## src/rtl/fifo_dpram.sv

```systemverilog
`default_nettype none
// ============================================================================
// Module  : fifo_dpram
// Brief   : Synchronous FIFO built on a dual-port RAM with occupancy count,
//           programmable almost-full/almost-empty flags and sticky errors.
// Rev     : 1.0 - initial release
// ============================================================================
module fifo_dpram #(
    parameter int DATA_W   = 4,
    parameter int ADDR_W   = 3,
    parameter int AF_LEVEL = 6,
    parameter int AE_LEVEL = 2
) (
    input  logic              clk,
    input  logic              reset_L,
    input  logic              wr_en,
    input  logic [DATA_W-1:0] data_in,
    input  logic              rd_en,
    input  logic              err_clr,
    output logic [DATA_W-1:0] data_out,
    output logic              valid_out,
    output logic [ADDR_W:0]   count,
    output logic              full,
    output logic              empty,
    output logic              almost_full,
    output logic              almost_empty,
    output logic              overflow,
    output logic              underflow
);

    localparam int              DEPTH     = 2 ** ADDR_W;
    localparam logic [ADDR_W:0] DEPTH_CNT = (ADDR_W + 1)'(DEPTH);
    localparam logic [ADDR_W:0] AF_CNT    = (ADDR_W + 1)'(AF_LEVEL);
    localparam logic [ADDR_W:0] AE_CNT    = (ADDR_W + 1)'(AE_LEVEL);

    logic [DATA_W-1:0] mem [DEPTH];
    logic [ADDR_W-1:0] wr_ptr;
    logic [ADDR_W-1:0] rd_ptr;
    logic              push_ok;
    logic              pop_ok;

    // Flags decode only the registered count, so requests never reach them.
    assign full         = (count == DEPTH_CNT);
    assign empty        = (count == '0);
    assign almost_full  = (count >= AF_CNT);
    assign almost_empty = (count <= AE_CNT);

    assign push_ok = wr_en & ~full;
    assign pop_ok  = rd_en & ~empty;

    // Storage is intentionally not reset.
    always_ff @(posedge clk) begin
        if (push_ok) begin
            mem[wr_ptr] <= data_in;
        end
    end

    always_ff @(posedge clk or negedge reset_L) begin
        if (!reset_L) begin
            wr_ptr    <= '0;
            rd_ptr    <= '0;
            count     <= '0;
            data_out  <= '0;
            valid_out <= 1'b0;
            overflow  <= 1'b0;
            underflow <= 1'b0;
        end else begin
            valid_out <= pop_ok;
            if (push_ok) begin
                wr_ptr <= wr_ptr + 1'b1;
            end
            if (pop_ok) begin
                data_out <= mem[rd_ptr];
                rd_ptr   <= rd_ptr + 1'b1;
            end
            case ({push_ok, pop_ok})
                2'b10:   count <= count + 1'b1;
                2'b01:   count <= count - 1'b1;
                default: count <= count;
            endcase
            // A new error event takes priority over a clear in the same cycle.
            if (wr_en & full) begin
                overflow <= 1'b1;
            end else if (err_clr) begin
                overflow <= 1'b0;
            end
            if (rd_en & empty) begin
                underflow <= 1'b1;
            end else if (err_clr) begin
                underflow <= 1'b0;
            end
        end
    end

endmodule
`default_nettype wire

```

## config.mk

```make
export PLATFORM = sky130hd
export DESIGN_NAME = fifo_dpram
export DESIGN_NICKNAME = d
export VERILOG_FILES = /design/src/rtl/fifo_dpram.sv
export SDC_FILE = /design/constraint.sdc
export NUM_CORES = 1
export LEC_CHECK = 0
export CORE_UTILIZATION = 40
export DETAILED_ROUTE_END_ITERATION = 6
export PLACE_DENSITY_LB_ADDON = 0.15
export SYNTH_ARGS = -nofsm -noshare
export SYNTH_HDL_FRONTEND = slang
export SYNTH_SLANG_ARGS = --single-unit
```

## constraint.sdc

```tcl
create_clock -name clk -period 2.8 [get_ports clk]
set_clock_uncertainty 0.1 [all_clocks]
set_input_delay 0.56 -clock clk [delete_from_list [all_inputs] [get_ports clk]]
set_output_delay 0.56 -clock clk [all_outputs]
set_load 0.005 [all_outputs]
```

==> reports/summary.log <==
[sta] final setup fails 0
[critical_path] type of the setup path with the least slack reg -> out
[global_route] total grt overflow 0
[synthesis] commonest register cell after synthesis sky130_fd_sc_hd__edfxtp_1
[clocking] clock tree from TritonCTS built
[synthesis] Post-Synthesis Mean Instance Area 14.93 um^2
[global_route] Tot GR Track Use 0.1447
[layout] signed area change from the synthesized netlist to the final layout 19.75%
[synthesis] Cells after Synth 143
[clocking] hold buffer count at cts 0
[critical_path] worst setup path endpoint full
[routing] total number of vias 1,161
[sta] slew of the pin with the lowest slew margin 789.8 ps
[sta] number of pins with negative max-slew slack in the final report 0
[die] Core Rows 26
[critical_path] required time of the critical path 2140 ps
[synthesis] number of synthesis warnings 0
[routing] number of detailed-route iterations in the first pass 3
[die] floorplan die width 75.05 um
[sta] Hold Fails Final Rpt 0
[run_status] run status completed
[synthesis] flops & latches, synth 49
[hold_path] Hold Path Class reg -> reg
[layout] post-route non-filler standard cell count 244
[clocking] number of setup buffers added after CTS 0
[clocking] insertion delay to the later sink of the worst-skew pair 290 ps
[die] Die Y-Extent 75.05 um
[clocking] # clock sinks 49
[die] starting density of the core 0.4179
[power_and_ir_drop] Internal Dissipation 1.735 mW
[synthesis] EDFF count, synth 32
[sta] setup TNS after final layout 0 ps
[power_and_ir_drop] power per cell area 991.9 mW/mm^2
[clocking] clk slew on worst S/H paths 90 ps
[clocking] buffer levels on the longest clock path 2
[die] Std-Cell Core Area 0.005107 mm^2
[place] final RePlAce weighted congestion 0.7175
[routing] Post-Route WL 3464 um
[critical_path] kind of launch point of the worst setup path flop
[place] total instance count after detailed placement 236
[synthesis] number of unique standard cell types used by synthesis 30
[critical_path] endpoint class of the critical path output port
[die] Top-Level Pins 24
[critical_path] slack of the worst reg-to-reg path 380 ps
[hold_path] launch instance of the worst min-delay path data_out[3]$_DFFE_PN0P_
[clocking] number of clock buffers inserted by TritonCTS 5
[power_and_ir_drop] switching power summed over all nets 0.8000 mW
[layout] most frequent standard cell in the layout excluding fill and tap cells sky130_fd_sc_hd__edfxtp_1
[global_route] wire length of the first global-routing pass 5816 um
[critical_path] Critical Path Source count[1]$_DFFE_PN0P_
[critical_path] Max FO, Critical Path 10
[power_and_ir_drop] relative contribution of sequential cells to total power 0.453
[routing] drt first-iter violations 68
[power_and_ir_drop] switching share of power 0.3155
[sta] f_max 397.7 MHz
[routing] remaining design rule violation count 0
[clocking] Post-CTS Resized 0
[sta] worst hold margin 385.6 ps
[synthesis] sequential-to-total area share from yosys stat 0.6495
[sta] Period minus WS final 2514 ps
[run] number of max-cap violations 0
[power_and_ir_drop] Leakage Power 0.9774 nW
[power_and_ir_drop] Clock Power Share 0.199
[synthesis] share of async-settable or async-resettable flops after synthesis 0.3469
[synthesis] post-synth design cell area 0.002135 mm^2
[place] half-perimeter wire length of the detailed placement result 2572 um
[critical_path] Worst Reg2Reg Path Length in Cells 10
[layout] share of cells above drive strength 1 0.1494
[clocking] H-tree level count 2
[layout] top library cells by usage in the layout, fill and taps aside sky130_fd_sc_hd__edfxtp_1, sky130_fd_sc_hd__clkdlybuf4s50_1, sky130_fd_sc_hd__nand2_1, sky130_fd_sc_hd__dfrtp_1, sky130_fd_sc_hd__mux2i_1
[global_route] via count of the first global-routing pass 1,155
[routing] average wire per cell in the routed design 14.20 um
[critical_path] origin of the critical flop-to-flop path count[1]$_DFFE_PN0P_
[routing] Post-DRT Antenna Nets 0
[sta] max_slew headroom 0.4718
[sta] post-route clock period utilization 0.8979
[layout] antenna diode count 0
[power_and_ir_drop] combinational fraction of design power 0.349
[power_and_ir_drop] worst vdd rail ir drop 0.3877 mV
[routing] vias per inst 4.758
[die] die footprint 0.005633 mm^2
[critical_path] CP arrival 1850 ps
[global_route] largest net degree at the start of global routing 19
[synthesis] net count after synthesis 157
[clocking] Root Buffer sky130_fd_sc_hd__clkbuf_8
[sta] setup repair after global routing missed its margin no
[global_route] initial antenna violation count 0
[layout] number of nets at the end of the flow 187
[critical_path] capture point of the worst reg-to-reg path count[2]$_DFFE_PN0P_
[place] total of buffers placed on input and output ports 23
state kept, by name (all words and copies together), names as in the netlist:
name / count
count: 4
data_out: 4
mem: 32
overflow: 1
rd_ptr: 3
underflow: 1
valid_out: 1
wr_ptr: 3
cell usage after synthesis (2+ instances only):
master | number | share of area
sky130_fd_sc_hd__edfxtp_1 | 32 | 0.45
sky130_fd_sc_hd__nand2_1 | 18 | 0.032
sky130_fd_sc_hd__dfrtp_1 | 17 | 0.20
sky130_fd_sc_hd__mux2i_1 | 16 | 0.075
sky130_fd_sc_hd__nor2_1 | 7 | 0.012
sky130_fd_sc_hd__ha_1 | 5 | 0.029
sky130_fd_sc_hd__nand2b_1 | 5 | 0.015
sky130_fd_sc_hd__mux4_2 | 4 | 0.042
sky130_fd_sc_hd__o21ai_2 | 4 | 0.016
sky130_fd_sc_hd__xnor2_1 | 4 | 0.016
sky130_fd_sc_hd__xor2_1 | 4 | 0.016
sky130_fd_sc_hd__buf_2 | 3 | 0.0070
sky130_fd_sc_hd__inv_1 | 3 | 0.0053
sky130_fd_sc_hd__a21oi_1 | 2 | 0.0047
sky130_fd_sc_hd__nor3_1 | 2 | 0.0047
sky130_fd_sc_hd__nor3b_1 | 2 | 0.0070
sky130_fd_sc_hd__o21ai_0 | 2 | 0.0047
final cells by class:
class / count / area, um^2
fillers: 448 / 2551
flip-flops and latches: 49 / 1386
multi-input cells: 84 / 679.4
repair buffers: 29 / 275.3
well taps: 70 / 87.58
clock buffers: 5 / 68.82
clock inverters: 3 / 43.79
inverters: 4 / 15.01
worst max-delay path, cell delays in order, from the launching register on:
cell and delay [ps]:
sky130_fd_sc_hd__dfrtp_1 530, sky130_fd_sc_hd__nor4b_2 460, sky130_fd_sc_hd__clkdlybuf4s50_1 570
per-stage QoR:
stage                     power, mW  cell area (um^2)  worst slack (ps)    util
after global placement        2.037              2444             194.2  0.4784
after floorplan               1.756              2135             412.8       -
after CTS                     2.569              2556             250.4  0.5005
after detailed placement      2.066              2444             158.1  0.4784
final                         2.535              2556             285.7  0.5005
after global routing          2.712              2556             116.6  0.5005
worst min path at each step:
stage	to	slack [ps]	cells past startpoint
CTS	data_out[3]$_DFFE_PN0P_	390	2
floorplan	count[0]$_DFFE_PN0P_	160	0
global placement	data_out[2]$_DFFE_PN0P_	360	2
finish	data_out[3]$_DFFE_PN0P_	390	2
global route	data_out[0]$_DFFE_PN0P_	420	2
detailed placement	data_out[3]$_DFFE_PN0P_	370	2
power groups by stage:
stage	sequential [mW]	combinational, mW	clock (mW)
floorplan	1.09	0.666	0
global placement	1.16	0.880	0
detailed placement	1.17	0.898	0
CTS	1.15	0.900	0.518
global route	1.18	0.983	0.551
finish	1.15	0.884	0.503
layer usage:
metal  routed length [um]  global-route usage  vias to the layer above
met4                   34             0.05031                        0
met2                 1594              0.2202                       16
met3                  101             0.04016                        4
li1                     -                   -                      575
met1                 1734              0.1997                      566
met5                    0                   0                        -
cell families (layout without fill, tap and decap cells):
logic type               after synthesis  in the layout  synth area share
AO/OA/AOI/OAI                         12             12           0.03986
XOR/XNOR                               8              8           0.03282
adder cells (fa/ha/maj)                5              5           0.02931
buffers and inverters                 10             41           0.03224
flip-flops                            49             49            0.6495
multiplexers                          21             21            0.1225
AND/OR/NAND/NOR                       38             38           0.09379
(Power assumes the default switching activity.)
